## src/rtl/iter_shifter_pkg.sv

```systemverilog
// Shared constants for the iterative shift/rotate unit: default sizes,
// operation codes and FSM state encodings.
package iter_shifter_pkg;

    localparam int IS_WIDTH = 16;
    localparam int IS_AMT_W = 4;

    // Operation codes; op[1] selects the bit-reversed (right-shift) path.
    localparam logic [1:0] OP_ROL = 2'b00;
    localparam logic [1:0] OP_SLL = 2'b01;
    localparam logic [1:0] OP_ROR = 2'b10;
    localparam logic [1:0] OP_SRA = 2'b11;

    // FSM state encodings; 2'b11 is unreachable and recovers to idle.
    localparam logic [1:0] ST_IDLE   = 2'b00;
    localparam logic [1:0] ST_SHIFT  = 2'b01;
    localparam logic [1:0] ST_FINISH = 2'b10;

endpackage

```

## src/rtl/iter_shifter_shl1_step.sv

```systemverilog
// One-bit left shift with an injected fill bit at the LSB.
module shl1_step #(
    parameter int WIDTH = 16
) (
    input  logic [WIDTH-1:0] data_in,
    input  logic             fill,
    output logic [WIDTH-1:0] data_out
);

    assign data_out = {data_in[WIDTH-2:0], fill};

endmodule

```

## src/rtl/iter_shifter.sv

```systemverilog
// Multi-cycle shift/rotate unit. Only a left datapath exists; right
// operations bit-reverse the operand going in and the result coming out.
module iter_shifter
    import iter_shifter_pkg::*;
#(
    parameter int WIDTH = IS_WIDTH,
    parameter int AMT_W = IS_AMT_W
) (
    input  logic             clk,
    input  logic             rst,
    input  logic             start,
    input  logic [1:0]       op,
    input  logic [WIDTH-1:0] a,
    input  logic [AMT_W-1:0] amt,
    output logic             busy,
    output logic             done,
    output logic [WIDTH-1:0] result
);

    logic [1:0]       state;
    logic [WIDTH-1:0] work;
    logic [AMT_W-1:0] cnt;
    logic [1:0]       op_q;
    logic             sign_q;
    logic             fill;
    logic [WIDTH-1:0] shifted;
    logic [WIDTH-1:0] a_rev;
    logic [WIDTH-1:0] work_rev;

    localparam logic [AMT_W-1:0] CNT_ONE = {{(AMT_W-1){1'b0}}, 1'b1};

    // Bit-reversal networks for the operand and the finished work register.
    for (genvar i = 0; i < WIDTH; i++) begin : g_bitrev
        assign a_rev[i]    = a[WIDTH-1-i];
        assign work_rev[i] = work[WIDTH-1-i];
    end

    // Busy covers every non-idle state, including the finish edge.
    assign busy = (state != ST_IDLE);

    // Fill bit: rotates recirculate the MSB, SRA replicates the sign
    // (which lands at the reversed LSB), SLL shifts in zero.
    always_comb begin
        fill = 1'b0;
        case (op_q)
            OP_ROL:  fill = work[WIDTH-1];
            OP_ROR:  fill = work[WIDTH-1];
            OP_SLL:  fill = 1'b0;
            OP_SRA:  fill = sign_q;
            default: fill = 1'b0;
        endcase
    end

    shl1_step #(
        .WIDTH(WIDTH)
    ) u_step (
        .data_in (work),
        .fill    (fill),
        .data_out(shifted)
    );

    // Control FSM and datapath registers; done is a single-cycle pulse.
    always_ff @(posedge clk or posedge rst) begin
        if (rst) begin
            state  <= ST_IDLE;
            done   <= 1'b0;
            result <= {WIDTH{1'b0}};
            work   <= {WIDTH{1'b0}};
            cnt    <= {AMT_W{1'b0}};
            op_q   <= 2'b00;
            sign_q <= 1'b0;
        end else begin
            done <= 1'b0;
            case (state)
                ST_IDLE: begin
                    if (start) begin
                        op_q   <= op;
                        sign_q <= a[WIDTH-1];
                        cnt    <= amt;
                        work   <= op[1] ? a_rev : a;
                        state  <= (amt == {AMT_W{1'b0}}) ? ST_FINISH : ST_SHIFT;
                    end else begin
                        state <= ST_IDLE;
                    end
                end
                ST_SHIFT: begin
                    work <= shifted;
                    cnt  <= cnt - CNT_ONE;
                    if (cnt == CNT_ONE) begin
                        state <= ST_FINISH;
                    end else begin
                        state <= ST_SHIFT;
                    end
                end
                ST_FINISH: begin
                    result <= op_q[1] ? work_rev : work;
                    done   <= 1'b1;
                    state  <= ST_IDLE;
                end
                default: begin
                    state <= ST_IDLE;
                end
            endcase
        end
    end

endmodule

```

## config.mk

```make
export PLATFORM = sky130hd
export DESIGN_NAME = iter_shifter
export DESIGN_NICKNAME = d
export VERILOG_FILES = /design/src/rtl/iter_shifter_pkg.sv /design/src/rtl/iter_shifter_shl1_step.sv /design/src/rtl/iter_shifter.sv
export SDC_FILE = /design/constraint.sdc
export NUM_CORES = 1
export LEC_CHECK = 0
export ABC_AREA = 1
export CAP_MARGIN = 0
export CORE_UTILIZATION = 51
export DETAILED_ROUTE_END_ITERATION = 16
export GPL_ROUTABILITY_DRIVEN = 1
export PLACE_DENSITY = 0.85
export SETUP_SLACK_MARGIN = 0.3
export SYNTH_ARGS = -nofsm -noshare
export SYNTH_HDL_FRONTEND = slang
export SYNTH_SLANG_ARGS = --single-unit
```

## constraint.sdc

```tcl
create_clock -name clk -period 1.6 [get_ports clk]
set_clock_uncertainty 0.2 [all_clocks]
set_input_delay 0.32 -clock clk [delete_from_list [all_inputs] [get_ports clk]]
set_output_delay 0.32 -clock clk [all_outputs]
set_load 0.02 [all_outputs]
```

* After elaboration in Yosys (flattened, before gate mapping)
Cells that the tools add are included. Widths: inputs -> output; s select.
Cells by class: multiplexer cells 12, eq/ne operators 7, reductions and logical operators 8, add/sub/neg operators 1
Operator list (number):
- $mux 16 | 3
- $pmux 16 s2 | 1
- $pmux 4 s2 | 1
- $eq 2x2->1 const B | 3
- $mux 2 | 3
- $eq 2x1->1 const B | 2
- $eq 4x1->1 const B | 1
- $logic_not 2->1 | 2
- $logic_not 4->1 | 1
- $mux 4 | 1
- $pmux 2 s2 | 1
- $reduce_and 2->1 | 2
- $reduce_bool 2->1 | 2
- $sub 4x1->4 const B | 1
- $pmux 1 s3 | 1
- $ne 2x2->1 const B | 1
- $reduce_or 2->1 | 1
- $mux 1 | 1
Word-level totals: word-level logic and storage cells 35, bits in registers 42, input bits 25

* Longest topological paths before layout
Gate-level depths: netlist of run 1.
depth in word-level cells 4, gate-level depth with buffers 7, mapped depth without buffers 6

* By module
Synthesis of run 1 repeated with hierarchy kept, for this count alone.
Second synthesis, totals: cells, all modules 321, area total of the unflattened synthesis 2492.4 um^2
By module, submodules not included:
- iter_shifter | cells each 305, times used 1, area an instance 2372.3 um^2, seq. area each 1051.0 um^2
- shl1_step | cells each 16, times used 1, area an instance 120.1 um^2, seq. area each 0.0 um^2

* Worst setup path before layout of run 1
OpenSTA, ideal clock, no wires.
path type register -> register, from register cnt[0], to register cnt[2], arrival time 0.994 ns, cell stages (with the launch flop) 6, buffers on the path 0, data required time 1.270 ns, slack 0.275 ns, clock period less this slack 1.325 ns, setup time 0.130 ns, cell sequence dfrtp_1 > inv_1 > ha_1 > or2_2 > nand3_1 > o211ai_1
Between the ends: word-level cells in the longest chain between the ends 2
Ends and longest elaborated chain:
- start, declared | line iter_shifter.sv:22 | logic [AMT_W-1:0] cnt;
- start signal, assigned | line iter_shifter.sv:69 | cnt <= {AMT_W{1'b0}};
- start signal, assigned | line iter_shifter.sv:79 | cnt <= amt;
- start signal, assigned | line iter_shifter.sv:88 | cnt <= cnt - CNT_ONE;
- $sub 4x1->4 | line iter_shifter.sv:88
- $pmux 4 s2 | line iter_shifter.sv:74 | case (state)
Every way passes these cells. A chain may end at the register's enable or synchronous reset.

* Final worst setup path of run 1
from register state[0], to output port busy
Between the ends: word-level cells in the longest chain between the ends 1
Ends and longest elaborated chain:
- start, declared | line iter_shifter.sv:20 | logic [1:0] state;
- start signal, assigned | line iter_shifter.sv:81 | state <= (amt == {AMT_W{1'b0}}) ? ST_FINISH : ST_SHIFT;
- $reduce_bool 2->1 | line iter_shifter.sv:39 | assign busy = (state != ST_IDLE);
- end, declared | line iter_shifter.sv:15 | output logic busy,
Every way passes these cells.

==> summary.md, run 1 <==
| Metric | Value |
|---|---|
| Status | completed |
| TritonCTS clock tree | done |
| Hold/Removal Path Class | input port to asynchronous set/reset pin |
| Share of cells above drive strength 1 | 24.21% |
| Area of the multi-input gates | just over 1000 um2 |
| Max clock buf depth | 2 |
| Pin count of the biggest net entering global routing | 43 |
| Max rail drop VDD | 0.0009320 V |
| Max Slew Vio Count | 0 |
| Clk sinks | 42 |
| Grt ovf | 0 |
| Synth unique cells | 20 |
| Worst-Skew Late Latency | ~0.30 ns |
| Fmax achieved | 671.7 MHz |
| Hold-fix buffers, CTS | 0 |
| Commonest cells after routing, fill and taps aside | nand2_1, dfrtp_1, buf_6 |
| Fin crit period | 1.489 ns |
| Sw Share | 43.93% |
| Iter 0 DRT Violations | approximately 220 |
| I/O pin total | 43 |
| Setup ws final | approximately 0.11 ns |
| WP data arrival | about 0.97 ns |
| CP endpoint kind | primary output |
| Slew headroom | 80.57% |
| Register area share after synthesis | 48.89% |
| Starting Density | 53.35% |
| Drt wl/cell | 15.49 um |
| Synthesized area | 2150 um2 |
| Post-Place Setup Slack | -0.1177 ns |
| Hold Fails Final Rpt | 0 |
| Post-synthesis area per instance | 7.705 um2 |
| Setup violators final | 0 |
| Cell count after synthesis | 279 |
| H-tree levels | 2 |
| Pint | between 3000 and 4000 uW |
| Total core area | approximately 4000 um2 |
| CP Data Required Time | 1.08 ns |
| Warnings from Yosys | 0 |
| Routed Antenna Nets | 0 |
| Vias/cell | 5.567 |
| Area growth, synth to finish | 45.63% |
| Via count | ~2200 |
| Num CTS Buffers | 5 |
| Fill cell count | ~270 |
| #FFs+latches synth | 42 |
| Setup crit start kind | flop |
| Worst Tran Pin Value | 0.2903 ns |
| Maximum fanout along the worst path | 2 |
| DRT Wirelength | 6.148 mm |
| Commonest non-fill, non-tap cell in the layout | nand2_1 |
| Antenna violations before repair | 0 |
| Synthesized net count | 306 |
| # DRC | 0 |
| Clock share of power | 11.5% |
| # rows | 23 |
| Pre-Repair DR Iteration Count | 5 |
| Storage cell area | 1051 um2 |
| Share of power burned in registers | 33.8% |
| Overall routing resource usage | 27.01% |
| CTS clk-pin slew, worst paths | 0.08 ns |
| CTS root buffer | clkbuf_8 |
| Diode count | 0 |
| Die W | 66.92 um |
| Pleak | 0.001440 uW |
| First-pass GRT wire length | 8.976 mm |
| Vias in the first global route | 1979 |
| DIE HEIGHT | 66.92 um |
| Port buffer count | 42 |
| Power density over the cells | 1939 nW/um2 |
| Switching power | around 2700 uW |
| Final net count | approximately 370 |
| RSZ-0062 raised after global routing | yes |
| Period utilization | 93.05% |
| Gpl congestion | a little over 0.8 |
| Setup TNS | 0 ns |
| Logic gate share of total power | between 50% and 60% |
| Setup Crit Path Kind | flop to primary output |
| DP Wirelength | 3.413 mm |
| Max cap viols | 0 |
| DIE AREA | about 4500 um2 |
[worst max-delay path: stages (launching register included)]
cell	delay (ns)
dfrtp_1	0.41
inv_2	0.07
nand2_2	0.05
buf_6	0.12
[metal layers]
metal	GRT usage, %	up-vias	part of all wire [%]
met4	9.840	0	2.3
met2	42.30	140	49
met1	36.02	1017	41
li1	-	1036	-
met3	6.507	17	7.8
met5	0	-	0
[final timing paths]
| kind | endpoint | start | slack, ns | cells after the start |
|---|---|---|---|---|
| setup / recovery | busy | state[0] | 0.11 | 3 |
| min in group clk | sign_q | sign_q | 0.33 | 2 |
| max in group asynchronous | work[0] | rst | 0.78 | 3 |
| hold reg to reg | sign_q | sign_q | 0.33 | 2 |
| hold / removal | result[0] | rst | 0.22 | 3 |
| setup reg to reg | work[14] | state[0] | 0.14 | 5 |
[through the flow]
stage | instance area (um2) | instances | power, uW | hold WS (ns) | util, %
2_1_floorplan | 2163 | 279 | 3522 | 0.1115 | -
6_report | 3131 | 397 | 6071 | 0.2164 | 77.70
4_1_cts | 2970 | 391 | 5595 | 0.2243 | 73.73
5_1_grt | 3131 | 397 | 6408 | 0.2365 | 77.70
3_3_place_gp | 2683 | 372 | 4352 | 0.2739 | 66.58
3_5_place_dp | 2683 | 372 | 4472 | 0.2768 | 66.58
[sequential cells by signal, indices dropped and copies added (netlist names)]
name	flops
cnt	4
done	1
op_q	2
result	16
sign_q	1
state	2
work	16
[final cells by class]
cell class	count	area share (%)
clock buffer	5	2.198
sequential	42	33.57
clock inverter	3	0.6795
tap	50	1.998
multi-input combinational	203	33.17
inverter	22	3.277
timing repair buffer	71	24.82
timing repair inverter	1	0.2798
[synthesized netlist by cell type]
library cell,n,area [um2]
buf_2,3,15.01
a22oi_1,1,7.510
inv_1,19,71.32
clkbuf_1,1,3.750
dfrtp_1,42,1051
buf_4,6,45.04
a31oi_1,16,100.1
inv_2,3,11.26
nand3_4,1,17.52
buf_6,2,22.52
nor2_4,2,22.52
nor3b_1,1,7.510
or2_2,1,6.260
ha_1,2,25.02
nor2_1,18,67.56
o21ai_0,26,130.1
o21ai_2,1,8.760
nand2_1,111,416.7
nand3_1,21,105.1
o211ai_1,2,15.01
[power by group through the flow]
stage	Clock [uW]	Combinational, uW	Sequential [uW]
after detailed placement	0	2510	1960
after CTS	698	2900	1990
final	697	3320	2050
after floorplan	0	1370	2150
after global placement	0	2420	1930
after global routing	738	3580	2090
[what timing repair did]
item / in CTS / in global routing
endpoints found under the hold margin: 0 / 0
setup buffers: 9 / 4
endpoints found under the setup margin: 57 / 59
gates resized for setup: 134 / 17
pin swaps: 3 / 5
cloned: 2 / 2
[logic make-up after synthesis]
group | Yosys count | share of synthesized area [%]
adders and majority gates | 2 | 1.164
DFF | 42 | 48.89
AOI/OAI and AO/OA | 46 | 12.17
and+or+nand+nor | 155 | 29.92
buffers and inverters | 34 | 7.857
Power figures use the tool's default switching activity.
==> run 2, diff against run 1 <==
- PLACE_DENSITY: 0.85 -> 0.78
- clock period: 1.6 -> 1.7 ns (I/O delays scaled with it)
==> summary.md, run 2 (synthesis gave the netlist of run 1 again) <==
| Metric | Value |
|---|---|
| Diode count | 0 |
| Clk sinks | 42 |
| Status | completed |
| Logic gate share of total power | 47.2% |
| Setup Crit Path Kind | flop to primary output |
| DRT Wirelength | 4.940 mm |
| Overall routing resource usage | 24.58% |
| CP endpoint kind | primary output |
| Share of power burned in registers | 35.1% |
| Fin crit period | roughly 1.5 ns |
| Area growth, synth to finish | 35.04% |
| Power density over the cells | 1848 nW/um2 |
| Vias/cell | 5.205 |
| DIE AREA | 4478 um2 |
| Via count | 2030 |
| Fill cell count | 322 |
| Area of the multi-input gates | 963.4 um2 |
| Period utilization | 88.37% |
| CP Data Required Time | 1.16 ns |
| Drt wl/cell | 12.67 um |
| Antenna violations before repair | 0 |
| Placed insts | 372 |
| Switching power | ~2200 uW |
| Worst Tran Pin Value | 0.2539 ns |
| Fmax achieved | 665.6 MHz |
| Maximum fanout along the worst path | 2 |
| Hold Fails Final Rpt | 0 |
| Gpl congestion | ~0.81 |
| H-tree levels | 2 |
| Pleak | 0.001382 uW |
| Die W | around 67 um |
| Routed Antenna Nets | 0 |
| Critical Path Source | state[1] |
| Commonest cells after routing, fill and taps aside | nand2_1, dfrtp_1, clkdlybuf4s50_1 |
| Iter 0 DRT Violations | 178 |
| WP data arrival | approximately 0.96 ns |
| DIE HEIGHT | 66.92 um |
| RSZ-0062 raised after global routing | yes |
| Sw Share | 40.72% |
| Pint | 3180 uW |
| Setup violators final | 0 |
| Worst-Skew Late Latency | 0.30 ns |
| Clock share of power | 17.8% |
| First-pass GRT wire length | 8.093 mm |
| Final net count | around 370 |
| Non-filler instance count after layout | 390 |
| Max rail drop VDD | 0.0008896 V |
| Storage cell area | 1051 um2 |
| Port buffer count | 42 |
| Max Slew Vio Count | 0 |
| Total core area | 4029 um2 |
| Starting Density | 53.35% |
| Worst R2R Start | state[1] |
| Share of cells above drive strength 1 | between 20% and 30% |
| # rows | 23 |
| Num CTS Buffers | 5 |
| Biggest regs | result: 16 flops, work: 16 flops, cnt: 4 flops |
| CTS root buffer | clkbuf_8 |
| Slew headroom | between 80 and 90% |
| Hold/Removal Path Class | input port to asynchronous set/reset pin |
| Vias in the first global route | about 1800 |
| CTS clk-pin slew, worst paths | 0.09 ns |
| Max cap viols | 0 |
| I/O pin total | 43 |
| Hold-fix buffers, CTS | 0 |
| DP Wirelength | ~3.3 mm |
| Pre-Repair DR Iteration Count | 4 |
| Grt ovf | 0 |
| Final hold slack | about 0.11 ns |
| TritonCTS clock tree | done |
| Max clock buf depth | 2 |
| Pin count of the biggest net entering global routing | 34 |
| Commonest non-fill, non-tap cell in the layout | nand2_1 |
| Setup crit start kind | flop |
| # DRC | 0 |
## run 2: changes by cell type in the layout (fill, tap and decap cells not counted), sizes merged
cell	change
dlymetal6s2s	+1
bufinv	+2
clkinv	-1
clkbuf	-1
clkinvlp	-1
buf	-5
inv	-1
dlygate4sd2	-1
## run 2: final timing paths
| check | end | slack [ns] | cells after the start |
|---|---|---|---|
| setup reg to reg | op_q[1] | 0.23 | 6 |
| setup / recovery | busy | 0.20 | 3 |
| hold reg to reg | sign_q | 0.34 | 2 |
| max in group asynchronous | result[7] | 0.81 | 3 |
| min in group clk | cnt[2] | 0.33 | 3 |
| hold / removal | result[3] | 0.11 | 2 |
## run 2: critical path: stages, from the launching register on
cell,delay [ns]
dfrtp_1,0.42
inv_2,0.07
nand2_2,0.05
buf_6,0.12
## run 2: power by group through the flow
stage          Clock, uW  Combinational, uW  Sequential (uW)
2_1_floorplan          0               1280             2020
3_3_place_gp           0               2240             1840
3_5_place_dp           0               2290             1860
4_1_cts              954               2210             1850
5_1_grt              994               2800             1940
6_report             952               2530             1880
## run 2: what timing repair did
| item | CTS | global route |
|---|---|---|
| resized for setup | 81 | 31 |
| endpoints found under the setup margin | 32 | 53 |
| setup buffers | 1 | 8 |
| gates cloned | 1 | 0 |
| pin swaps | 1 | 2 |
## run 2: metrics by stage
stage	worst slack [ns]	cell area (um2)	util (%)	TNS, ns	power [uW]
global placement	-0.01067	2673	66.34	-0.01095	4084
finish	0.1977	2903	72.05	0	5364
CTS	0.1891	2758	68.45	0	5010
detailed placement	-0.01627	2673	66.34	-0.03707	4158
global route	0.1517	2903	72.05	0	5732
floorplan	0.3755	2153	-	0	3298
## run 2: layout make-up
type / count / share of cell area [%]
sequential: 42 / 36.21
multi-input combinational: 203 / 33.19
timing repair buffer: 65 / 20.17
inverter: 22 / 3.534
clock buffer: 5 / 2.371
clock inverter: 3 / 2.371
tap: 50 / 2.155
## run 2: layer usage
| metal | global-route usage (%) | up-vias | wire (um) |
|---|---|---|---|
| li1 | - | 1024 | - |
| met1 | 33.26 | 926 | 2272 |
| met2 | 38.64 | 69 | 2312 |
| met3 | 3.767 | 11 | 249 |
| met4 | 10.64 | 0 | 106 |
| met5 | 0 | - | 0 |
